## config.mk

```make
export PLATFORM = sky130hd
export DESIGN_NAME = alu_arbiter
export DESIGN_NICKNAME = d
export VERILOG_FILES = /design/src/rtl/alu_arbiter.sv
export SDC_FILE = /design/constraint.sdc
export NUM_CORES = 1
export LEC_CHECK = 0
export CORE_AREA = 2 2 142 144
export CTS_BUF_LIST = sky130_fd_sc_hd__clkbuf_16
export CTS_CLUSTER_DIAMETER = 80
export DETAILED_ROUTE_END_ITERATION = 16
export DIE_AREA = 0 0 144 146
export PLACE_DENSITY = 0.71
export SYNTH_ARGS = -nofsm -noshare
export SYNTH_HDL_FRONTEND = slang
export SYNTH_SLANG_ARGS = --single-unit
```

## constraint.sdc

```tcl
create_clock -name clk -period 2.54 [get_ports clk]
set_clock_uncertainty 0.1 [all_clocks]
set_input_delay 0.508 -clock clk [delete_from_list [all_inputs] [get_ports clk]]
set_output_delay 0.508 -clock clk [all_outputs]
set_load 0.05 [all_outputs]
```

## src/rtl/alu_arbiter.sv

```systemverilog
// alu_arbiter: shares one combinational ALU between two requesters.
// Round-robin grant, registered operand launch, programmable settle time,
// held response with valid/ready handshake, and a divide-by-zero guard.
// Optional feature macro: ALU_ARB_OVF_TRAP_EN adds a sticky overflow trap
// (ports ovf_trap, ovf_trap_id, trap_clr).
module alu_arbiter #(
    parameter int unsigned LAT = 1,
    parameter int unsigned CW  = 4
) (
    input  logic        clk,
    input  logic        rst_n,
    input  logic        req0_valid,
    output logic        req0_ready,
    input  logic [31:0] req0_instr,
    input  logic [31:0] req0_gr1,
    input  logic [31:0] req0_gr2,
    input  logic        req1_valid,
    output logic        req1_ready,
    input  logic [31:0] req1_instr,
    input  logic [31:0] req1_gr1,
    input  logic [31:0] req1_gr2,
    output logic [31:0] alu_instr,
    output logic [31:0] alu_gr1,
    output logic [31:0] alu_gr2,
    input  logic [31:0] alu_c,
    input  logic        alu_zero,
    input  logic        alu_neg,
    input  logic        alu_overflow,
    output logic        resp_valid,
    input  logic        resp_ready,
    output logic        resp_id,
    output logic [31:0] resp_c,
    output logic        resp_zero,
    output logic        resp_neg,
    output logic        resp_ovf,
`ifdef ALU_ARB_OVF_TRAP_EN
    output logic        ovf_trap,
    output logic        ovf_trap_id,
    input  logic        trap_clr,
`endif
    output logic        resp_err
);

    localparam int unsigned DW      = 32;
    localparam int unsigned FW      = 6;
    localparam logic [FW-1:0] OP_SPECIAL = 6'b000000;
    localparam logic [FW-1:0] FN_DIV     = 6'b011010;
    localparam logic [FW-1:0] FN_DIVU    = 6'b011011;
    localparam logic [CW-1:0] CNT_START  = CW'(LAT - 1);

    typedef enum logic [1:0] {
        IDLE = 2'd0,
        EXEC = 2'd1,
        RESP = 2'd2
    } state_t;

    state_t          state_q, state_d;
    logic            rr_last_q, rr_last_d;
    logic            owner_q, owner_d;
    logic [CW-1:0]   cnt_q, cnt_d;
    logic [DW-1:0]   alu_instr_q, alu_instr_d;
    logic [DW-1:0]   alu_gr1_q, alu_gr1_d;
    logic [DW-1:0]   alu_gr2_q, alu_gr2_d;
    logic            resp_valid_q, resp_valid_d;
    logic            resp_id_q, resp_id_d;
    logic [DW-1:0]   resp_c_q, resp_c_d;
    logic            resp_zero_q, resp_zero_d;
    logic            resp_neg_q, resp_neg_d;
    logic            resp_ovf_q, resp_ovf_d;
    logic            resp_err_q, resp_err_d;
`ifdef ALU_ARB_OVF_TRAP_EN
    logic            ovf_trap_q, ovf_trap_d;
    logic            ovf_trap_id_q, ovf_trap_id_d;
`endif

    logic            grant_vld;
    logic            grant_id;
    logic [DW-1:0]   win_instr;
    logic [DW-1:0]   win_gr1;
    logic [DW-1:0]   win_gr2;
    logic            win_div0;
    logic            capture;

    // Round-robin arbitration: a lone requester wins, a tie goes to the one that did not win last.
    always_comb begin
        grant_vld = 1'b0;
        grant_id  = 1'b0;
        if (req0_valid && req1_valid) begin
            grant_vld = 1'b1;
            grant_id  = ~rr_last_q;
        end else if (req0_valid) begin
            grant_vld = 1'b1;
            grant_id  = 1'b0;
        end else if (req1_valid) begin
            grant_vld = 1'b1;
            grant_id  = 1'b1;
        end
    end

    // Winner's payload and divide-by-zero detection on that payload.
    always_comb begin
        win_instr = grant_id ? req1_instr : req0_instr;
        win_gr1   = grant_id ? req1_gr1   : req0_gr1;
        win_gr2   = grant_id ? req1_gr2   : req0_gr2;
        win_div0  = (win_instr[31:26] == OP_SPECIAL)
                 && ((win_instr[FW-1:0] == FN_DIV) || (win_instr[FW-1:0] == FN_DIVU))
                 && (win_gr2 == '0);
    end

    // Ready is only offered while idle, and only to the granted requester.
    assign req0_ready = (state_q == IDLE) && grant_vld && !grant_id;
    assign req1_ready = (state_q == IDLE) && grant_vld &&  grant_id;

    // Next-state and datapath update.
    always_comb begin
        state_d       = state_q;
        rr_last_d     = rr_last_q;
        owner_d       = owner_q;
        cnt_d         = cnt_q;
        alu_instr_d   = alu_instr_q;
        alu_gr1_d     = alu_gr1_q;
        alu_gr2_d     = alu_gr2_q;
        resp_valid_d  = resp_valid_q;
        resp_id_d     = resp_id_q;
        resp_c_d      = resp_c_q;
        resp_zero_d   = resp_zero_q;
        resp_neg_d    = resp_neg_q;
        resp_ovf_d    = resp_ovf_q;
        resp_err_d    = resp_err_q;
        capture       = 1'b0;

        case (state_q)
            IDLE: begin
                if (grant_vld) begin
                    rr_last_d = grant_id;
                    owner_d   = grant_id;
                    if (win_div0) begin
                        // Blocked divide: answer directly, ALU inputs untouched.
                        resp_valid_d = 1'b1;
                        resp_id_d    = grant_id;
                        resp_c_d     = '0;
                        resp_zero_d  = 1'b0;
                        resp_neg_d   = 1'b0;
                        resp_ovf_d   = 1'b0;
                        resp_err_d   = 1'b1;
                        state_d      = RESP;
                    end else begin
                        alu_instr_d = win_instr;
                        alu_gr1_d   = win_gr1;
                        alu_gr2_d   = win_gr2;
                        cnt_d       = CNT_START;
                        state_d     = EXEC;
                    end
                end
            end
            EXEC: begin
                if (cnt_q != '0) begin
                    cnt_d = cnt_q - CW'(1);
                end else begin
                    capture      = 1'b1;
                    resp_valid_d = 1'b1;
                    resp_id_d    = owner_q;
                    resp_c_d     = alu_c;
                    resp_zero_d  = alu_zero;
                    resp_neg_d   = alu_neg;
                    resp_ovf_d   = alu_overflow;
                    resp_err_d   = 1'b0;
                    state_d      = RESP;
                end
            end
            RESP: begin
                if (resp_ready) begin
                    resp_valid_d = 1'b0;
                    state_d      = IDLE;
                end
            end
            default: begin
                state_d      = IDLE;
                resp_valid_d = 1'b0;
            end
        endcase
    end

`ifdef ALU_ARB_OVF_TRAP_EN
    // Sticky trap: first overflow wins; a coinciding set beats a clear.
    always_comb begin
        ovf_trap_d    = ovf_trap_q;
        ovf_trap_id_d = ovf_trap_id_q;
        if (capture && alu_overflow && (!ovf_trap_q || trap_clr)) begin
            ovf_trap_d    = 1'b1;
            ovf_trap_id_d = owner_q;
        end else if (trap_clr) begin
            ovf_trap_d    = 1'b0;
        end
    end
`else
    // Capture strobe only feeds the optional trap.
    logic unused_capture;
    assign unused_capture = capture;
`endif

    // State and datapath registers with synchronous active-low reset.
    always_ff @(posedge clk) begin
        if (!rst_n) begin
            state_q       <= IDLE;
            rr_last_q     <= 1'b1;
            owner_q       <= 1'b0;
            cnt_q         <= '0;
            alu_instr_q   <= '0;
            alu_gr1_q     <= '0;
            alu_gr2_q     <= '0;
            resp_valid_q  <= 1'b0;
            resp_id_q     <= 1'b0;
            resp_c_q      <= '0;
            resp_zero_q   <= 1'b0;
            resp_neg_q    <= 1'b0;
            resp_ovf_q    <= 1'b0;
            resp_err_q    <= 1'b0;
`ifdef ALU_ARB_OVF_TRAP_EN
            ovf_trap_q    <= 1'b0;
            ovf_trap_id_q <= 1'b0;
`endif
        end else begin
            state_q       <= state_d;
            rr_last_q     <= rr_last_d;
            owner_q       <= owner_d;
            cnt_q         <= cnt_d;
            alu_instr_q   <= alu_instr_d;
            alu_gr1_q     <= alu_gr1_d;
            alu_gr2_q     <= alu_gr2_d;
            resp_valid_q  <= resp_valid_d;
            resp_id_q     <= resp_id_d;
            resp_c_q      <= resp_c_d;
            resp_zero_q   <= resp_zero_d;
            resp_neg_q    <= resp_neg_d;
            resp_ovf_q    <= resp_ovf_d;
            resp_err_q    <= resp_err_d;
`ifdef ALU_ARB_OVF_TRAP_EN
            ovf_trap_q    <= ovf_trap_d;
            ovf_trap_id_q <= ovf_trap_id_d;
`endif
        end
    end

    assign alu_instr  = alu_instr_q;
    assign alu_gr1    = alu_gr1_q;
    assign alu_gr2    = alu_gr2_q;
    assign resp_valid = resp_valid_q;
    assign resp_id    = resp_id_q;
    assign resp_c     = resp_c_q;
    assign resp_zero  = resp_zero_q;
    assign resp_neg   = resp_neg_q;
    assign resp_ovf   = resp_ovf_q;
    assign resp_err   = resp_err_q;
`ifdef ALU_ARB_OVF_TRAP_EN
    assign ovf_trap    = ovf_trap_q;
    assign ovf_trap_id = ovf_trap_id_q;
`endif

endmodule

```

==> metrics.txt <==
# TYPE chip_impl_metric gauge
chip_impl_metric{name="min_clock_period_post_route",unit="ns"} 2.47
chip_impl_metric{name="insertion_delay",unit="ns"} 0.42
chip_impl_metric{name="grt_first_pass_wirelength",unit="um"} 35700
chip_impl_metric{name="synth_seq_cells",unit=""} 142
chip_impl_info{name="netlist.top_cell.by_area",value="sky130_fd_sc_hd__dfxtp_1"} 1
chip_impl_metric{name="num-nets-final",unit=""} 1246
chip_impl_info{name="cts_root_buffer",value="sky130_fd_sc_hd__clkbuf_16"} 1
chip_impl_metric{name="worstMarginPinSlew",unit="ns"} 0.622
chip_impl_metric{name="first_iter_violations",unit=""} 234
chip_impl_metric{name="cts_hold_buf",unit=""} 0
chip_impl_info{name="worst_path_max_delay_cell",value="sky130_fd_sc_hd__or4_1"} 1
chip_impl_metric{name="worst_slew_margin_relative_to_its_limit",unit="%"} 58.4
chip_impl_metric{name="finalPower",unit="mW"} 8.33
chip_impl_metric{name="dpl_cell_area",unit="mm2"} 0.0106
chip_impl_metric{name="layout_worst_path_cycle_share",unit="%"} 97.4
chip_impl_metric{name="area_taken_by_multi_input_logic_gates",unit="mm2"} 0.00328
chip_impl_metric{name="peak_vdd_ir",unit="mV"} 0.487
chip_impl_metric{name="syn_nets",unit=""} 866
chip_impl_metric{name="drt-total-wl",unit="um"} 23800
chip_impl_metric{name="avgSynthCellArea",unit="um2"} 10.0
chip_impl_metric{name="finalWeightedCongestion",unit=""} 0.819
chip_impl_metric{name="synthToLayoutAreaGrowth",unit="%"} 76.8
chip_impl_metric{name="avgViaCountPerCell",unit=""} 5.06
chip_impl_metric{name="dpl.cell_count",unit=""} 1257
chip_impl_info{name="status",value="finished clean"} 1
chip_impl_metric{name="data_required_time_at_the_worst_endpoint",unit="ns"} 2.75
chip_impl_metric{name="fill_cells",unit=""} 1690
chip_impl_metric{name="slowest_delay",unit="ns"} 0.63
chip_impl_metric{name="avgRoutedWirePerCell",unit="um"} 18.5
chip_impl_info{name="post-synth-top-count-cell",value="sky130_fd_sc_hd__dfxtp_1"} 1
chip_impl_metric{name="post-dp-hpwl",unit="um"} 18200
chip_impl_metric{name="fin_cells",unit=""} 1290
chip_impl_metric{name="grt_pass1_vias",unit=""} 6504
chip_impl_metric{name="chipWidth",unit="um"} 144
chip_impl_metric{name="leakagePower",unit="nW"} 4.20
chip_impl_metric{name="synthDominantCellAreaShare",unit="%"} 44.8
chip_impl_metric{name="hold_viol_final",unit=""} 0
chip_impl_metric{name="boundaryPins",unit=""} 368
chip_impl_metric{name="top_achievable_clock_speed",unit="MHz"} 404
chip_impl_metric{name="syn-instance-count",unit=""} 632
chip_impl_metric{name="fin_worst_hold_slack",unit="ns"} 0.356
chip_impl_info{name="cts_tree",value="done"} 1
chip_impl_metric{name="grtUsageTotal",unit="%"} 21.8
chip_impl_info{name="worst_path_dominant_cell_family",value="simple AND/OR/NAND/NOR gates"} 1
chip_impl_metric{name="clock_sink_count",unit=""} 142
chip_impl_metric{name="layout.cell_area.non_filler",unit="mm2"} 0.0112
chip_impl_metric{name="synth-warning-count",unit=""} 0
chip_impl_info{name="yosys_most_used_dff",value="sky130_fd_sc_hd__dfxtp_1"} 1
chip_impl_metric{name="dp_slack",unit="ns"} -0.378
chip_impl_info{name="synth_top_cells_by_count",value="sky130_fd_sc_hd__dfxtp_1 (142), sky130_fd_sc_hd__a21oi_1 (101), sky130_fd_sc_hd__mux2i_1 (96)"} 1
chip_impl_metric{name="max_cap_violations",unit=""} 0
chip_impl_metric{name="final_critical_path_setup_slack",unit="ns"} 0.0653
chip_impl_metric{name="firstDrtPassIters",unit=""} 4
chip_impl_metric{name="floorplan.initialDensity",unit="%"} 32.8
chip_impl_metric{name="grt_overflow",unit=""} 0
chip_impl_metric{name="clockBufferDepth",unit=""} 2
chip_impl_info{name="critical_path_source_type",value="input port"} 1
chip_impl_metric{name="route.detailed.drc",unit=""} 0
chip_impl_info{name="cp_cell_sequence",value="clkdlybuf4s50_1 > or4_1 > nor3_4 > o221a_4 > a211oi_4 > buf_12 > a22o_1"} 1
chip_impl_info{name="setup_repair_after_global_routing_missed_its_margin",value="yes"} 1
chip_impl_metric{name="placement_rows",unit=""} 51
chip_impl_metric{name="final_layout_size_suffix_gt1_share",unit="%"} 11.9
chip_impl_metric{name="die_h",unit="um"} 146
chip_impl_metric{name="floorplan.die_area",unit="mm2"} 0.0210
chip_impl_metric{name="critPathMaxFanout",unit=""} 35
chip_impl_metric{name="final_antenna_net_count",unit=""} 0
chip_impl_info{name="critPathCaptureType",value="register"} 1
chip_impl_metric{name="numCtsBuffers",unit=""} 17
chip_impl_info{name="worst-setup-path-type",value="input port to register"} 1
chip_impl_metric{name="h-tree-depth",unit=""} 4
chip_impl_info{name="post_synth_main_area_contributors",value="sky130_fd_sc_hd__dfxtp_1 (45%), sky130_fd_sc_hd__mux2i_1 (15%), sky130_fd_sc_hd__a211oi_1 (9.5%)"} 1
chip_impl_metric{name="timing.final.setup_violations",unit=""} 0
chip_impl_metric{name="synth_enable_flop_cells",unit=""} 0
chip_impl_metric{name="synth_cell_type_count",unit=""} 45
chip_impl_info{name="min-delay-path-class",value="register to register"} 1
chip_impl_metric{name="share_of_synthesized_registers_carrying_an_async_set_or_reset",unit="%"} 0
chip_impl_metric{name="coreArea",unit="mm2"} 0.0193
chip_impl_metric{name="route.vias.total",unit=""} 6532
chip_impl_metric{name="power_per_cell_area",unit="mW/mm2"} 743
chip_impl_metric{name="sequential_cell_area",unit="mm2"} 0.00284
chip_impl_metric{name="timing.critical_path.buf_inv",unit=""} 2
chip_impl_metric{name="synth_seq_area_share",unit="%"} 44.8
chip_impl_metric{name="placement.io_buffers",unit=""} 367
chip_impl_metric{name="grt_antenna_before_repair",unit=""} 0
chip_impl_metric{name="crit_arrival",unit="ns"} 2.69
chip_impl_metric{name="cts.reportedPaths.clkPinSlew",unit="ns"} 0.07
chip_impl_metric{name="synthesized_cell_area",unit="mm2"} 0.00634
chip_impl_metric{name="maxSlewViolCount",unit=""} 0
chip_impl_metric{name="n_antenna_cell",unit=""} 0
chip_impl_metric{name="final_core_utilization",unit="%"} 58.0
chip_impl_metric{name="pin_count_of_the_biggest_net_entering_global_routing",unit=""} 59
chip_impl_metric{name="finalSetupTns",unit="ns"} 0
cells in the final DEF (no fill, tap or decap), types with 2 or more instances in the layout:
cell type / count
sky130_fd_sc_hd__dfxtp_1: 142
sky130_fd_sc_hd__nor3_4: 2
sky130_fd_sc_hd__nor4b_1: 2
sky130_fd_sc_hd__mux2i_1: 96
sky130_fd_sc_hd__nor4_2: 2
sky130_fd_sc_hd__xor2_1: 2
sky130_fd_sc_hd__a211oi_2: 18
sky130_fd_sc_hd__nand3_1: 4
sky130_fd_sc_hd__nor3_2: 2
sky130_fd_sc_hd__clkinvlp_4: 4
sky130_fd_sc_hd__inv_6: 6
sky130_fd_sc_hd__inv_1: 3
sky130_fd_sc_hd__a22o_1: 35
sky130_fd_sc_hd__o21ai_0: 6
sky130_fd_sc_hd__nor2b_1: 3
sky130_fd_sc_hd__nor2_1: 15
sky130_fd_sc_hd__a21oi_1: 101
sky130_fd_sc_hd__buf_12: 10
sky130_fd_sc_hd__buf_4: 47
sky130_fd_sc_hd__clkdlybuf4s50_1: 363
sky130_fd_sc_hd__nand4_1: 4
sky130_fd_sc_hd__nor3_1: 5
sky130_fd_sc_hd__ha_1: 2
sky130_fd_sc_hd__a211oi_1: 80
sky130_fd_sc_hd__nor4_1: 11
sky130_fd_sc_hd__nand2_1: 12
sky130_fd_sc_hd__clkinv_4: 4
sky130_fd_sc_hd__or4_1: 3
sky130_fd_sc_hd__clkbuf_16: 17
flip-flops by register name, indices dropped and copies added, names as in the netlist:
signal	flops
resp_id	1
resp_c	32
resp_err	1
alu_gr1	32
alu_instr	32
resp_ovf	1
cnt_q	4
resp_zero	1
rr_last_q	1
resp_neg	1
state_q	2
alu_gr2	32
owner_q	1
resp_valid	1
area by class of cell:
cell class | count | area share, %
clock buffer | 17 | 3.79
clock inverter | 15 | 1.15
inverter | 4 | 0.156
multi-input combinational | 427 | 29.2
sequential | 142 | 25.4
tap | 265 | 2.96
timing repair buffer | 420 | 37.3
kinds of logic after synthesis:
| group | share of synthesized area, % |
|---|---|
| AOI/OAI and AO/OA | 28.7 |
| DFF | 44.8 |
| muxes | 15.2 |
| and+or+nand+nor | 6.29 |
| buffers and inverters | 4.40 |
| xor gates and xnor gates | 0.276 |
| adders and majority gates | 0.394 |
report_power, final:
group | switching, mW | leakage [nW] | total, mW | internal (mW)
Clock | 1.09 | 0.260 | 2.36 | 1.28
Combinational | 1.95 | 2.76 | 3.25 | 1.30
Sequential | 0.171 | 1.17 | 2.71 | 2.54
metal layers:
layer / GRT usage (%) / up-vias / part of all wire (%)
met5: 0 / - / 0
met4: 7.45 / 0 / 2.3
met3: 7.11 / 37 / 8.5
met2: 36.9 / 251 / 48
met1: 25.8 / 3039 / 42
li1: - / 3205 / -
timing repair:
item                                    CTS  global route
resized for setup                         3             4
endpoints found under the setup margin    2            97
buffers inserted                          1             0
pin swaps                                 0             0
final timing paths:
check / slack, ns / to / cells past startpoint / start
worst max register to register: 0.40 / alu_instr[19] / 9 / rr_last_q
worst max-delay path: 0.07 / resp_c[12] / 7 / req1_gr2[8]
worst min register to register: 0.36 / owner_q / 2 / owner_q
worst min-delay path: 0.36 / owner_q / 2 / owner_q
worst register-to-register path, cell delays in order (launching register included):
cell and delay (ns):
sky130_fd_sc_hd__dfxtp_1 0.40, sky130_fd_sc_hd__a21boi_4 0.09, sky130_fd_sc_hd__buf_4 0.17, sky130_fd_sc_hd__nand3_1 0.09, sky130_fd_sc_hd__nor2_1 0.07, sky130_fd_sc_hd__buf_4 0.15, sky130_fd_sc_hd__o221ai_4 0.25, sky130_fd_sc_hd__buf_4 0.37
sky130_fd_sc_hd__a21oi_1 0.13, sky130_fd_sc_hd__a211oi_1 0.23
(Power assumes the default switching activity.)
==> edit (same flow settings) <==
Re-encode `state_t` (3 states) as one-hot, 3 bits wide.
--- a/src/rtl/alu_arbiter.sv
+++ b/src/rtl/alu_arbiter.sv
@@ -48,10 +48,10 @@
     localparam logic [FW-1:0] FN_DIVU    = 6'b011011;
     localparam logic [CW-1:0] CNT_START  = CW'(LAT - 1);
 
-    typedef enum logic [1:0] {
-        IDLE = 2'd0,
-        EXEC = 2'd1,
-        RESP = 2'd2
+    typedef enum logic [2:0] {
+        IDLE = 3'b001,
+        EXEC = 3'b010,
+        RESP = 3'b100
     } state_t;
 
     state_t          state_q, state_d;
Formal check against the unedited RTL: same outputs for any inputs over 4 cycles, from zero or initial values and one cycle with rst_n low; so few cycles prove little.
==> edit against the unedited design <==
- sequential share of layout area about the same
- count of clock-buffer cells in the layout unchanged
- cell count increased by 6.9%
- area after synthesis increased by 2.4%
- routed wire length increased by 6.5%
- core utilization increased by 0.41 points
- worst setup slack improved by 0.023 ns
- sequential cell count increased by 1
- cell area increased by 0.71%
- power increased by 8.1%
- fmax increased by 0.95%
- largest cell class unchanged
- largest power group unchanged
==> edit: results (changes against the unedited design) <==
GRT
  • Global Route Usage Sum: 23.6% (was 21.8%)
  • Initial antenna violation count: 2 (was 0)
  • Pin count of the biggest net entering global routing: 60 (was 59)
  • First-pass GRT wire length: 39000 um (was 35700 um)
  • Vias in the first global route: 7262 (was 6504)

Routing
  • TritonRoute pass-1 iters: 5 (was 4)
  • Routed WL per cell: 18.4 um (was 18.5 um)
  • Vias per cell: 5.28 (was 5.06)
  • Initial drt markers: 350 (was 234)

Placed design
  • RD Place Congestion: 0.820 (was 0.819)
  • PortBufs: 367 (unchanged)
  • Place WS: -0.317 ns (was -0.378 ns)
  • Post-DP HPWL: 18900 um (was 18200 um)

Min path
  • Worst hold path startpoint: resp_err (was owner_q)
  • Min-Delay Path Class: flop to flop (unchanged)

Synth
  • Synth area leaders: dfxtp_1 (44%), nand2_1 (11%), o221a_1 (11%) (was dfxtp_1 (45%), mux2i_1 (15%), a211oi_1 (9.5%))
  • Synth warn: 0 (unchanged)
  • Syn_nets: 969 (was 866)
  • Async SR Flop Fraction: 0% (unchanged)
  • Register area share after synthesis: 44.1% (was 44.8%)
  • Most common library cells after synthesis: nand2_1 (195), dfxtp_1 (143), nand3_1 (94) (was dfxtp_1 (142), a21oi_1 (101), mux2i_1 (96))
  • Most used DFF post-synth: dfxtp_1 (unchanged)
  • Cell variety after synth: 46 (was 45)

Setup path
  • Critical path launch point: req1_valid (was req1_gr2[8])
  • R2r startpoint: state_q[0] (was rr_last_q)
  • Data arrival time of the worst path: 1.84 ns (was 2.69 ns)
  • CP Max Fanout: 13 (was 35)
  • CP peak stage delay: 0.51 ns (was 0.63 ns)
  • CP max stage cell: clkdlybuf4s50_1 (was or4_1)
  • Critical path's top delay family: buffers and inverters (was simple AND/OR/NAND/NOR gates)

Outcome
  • Outcome: finished, final reports clean (unchanged)

Clocking
  • Worst-Skew Late Latency: 0.41 ns
  • H-tree depth: 4 (unchanged)
  • Num CTS Buffers: 17 (unchanged)
  • PostCTS Resize Cnt: 3 (unchanged)
  • Root Driver: clkbuf_16 (unchanged)
  • Post-CTS setup buffer count: 0 (was 1)
  • Max Root-Sink Buffers: 2 (unchanged)
  • Clock-pin slew on the worst setup and hold paths: 0.06 ns

Power and ir drop
  • Leakage power figure: 4.28 nW (was 4.20 nW)
  • Worst vdd ir: 0.407 mV (was 0.487 mV)

Final layout
  • Layout filler cell count: 1733 (was 1690)
  • Layout cells sized above 1: 11.5% (was 11.9%)
  • Layout Nets: 1333 (was 1246)

STA
  • Rel. slew slack: 57.2% (was 58.4%)
## edit: cell count changes after synthesis, sizes merged, moves of 36 or more
cell and change:
nand2 +183, a211oi -99, mux2i -96, a21oi -92, o221a +92, nand3 +91, a32o +36
## edit: logic make-up after synthesis
family / synth area share, %
xor gates and xnor gates: 0.405
AOI/OAI and AO/OA: 25.5
and+or+nand+nor: 24.3
buffers and inverters: 5.40
adders and majority gates: 0.385
DFF: 44.1
## edit: path summary, 6_finish.rpt
| path | to | slack (ns) | cells after the start |
|---|---|---|---|
| worst max register to register | resp_c[3] | 0.38 | 6 |
| worst max-delay path | req1_ready | 0.09 | 5 |
| worst min register to register | resp_err | 0.36 | 2 |
| worst min-delay path | resp_err | 0.36 | 2 |
## edit: stage by stage
stage	total power (W)	cell area, um^2	hold slack, ns	std cells
floorplan	0.00508	6490	0.381	735
global placement	0.00659	10700	0.344	1344
detailed placement	0.00661	10700	0.357	1344
CTS	0.00907	11300	0.366	1376
global route	0.00939	11300	0.404	1378
finish	0.00901	11300	0.365	1379
## edit: layer usage
metal	wire length [um]	up-vias	track usage (%)	part of all wire, %
li1	-	3486	-	-
met2	12500	299	41.1	49
met1	10400	3466	28.1	41
met4	531	0	7.11	2.1
met5	0	-	0	0
met3	1920	37	6.32	7.6
## edit: where the power goes
part	switching, W	internal (W)
logic	0.00226	0.00149
registers	0.000212	0.00261
clock network	0.000995	0.00144
## edit: final cells by class
cell class / count / area (um^2) / share of cell area (%)
inverters: 4 / 15.0 / 0.133
multi-input cells: 515 / 3330 / 29.5
clock buffers: 17 / 425 / 3.77
clock inverters: 15 / 143 / 1.26
diodes: 2 / 5.00 / 0.0443
repair buffers: 418 / 4180 / 37.0
flip-flops and latches: 143 / 2860 / 25.4
well taps: 265 / 332 / 2.94
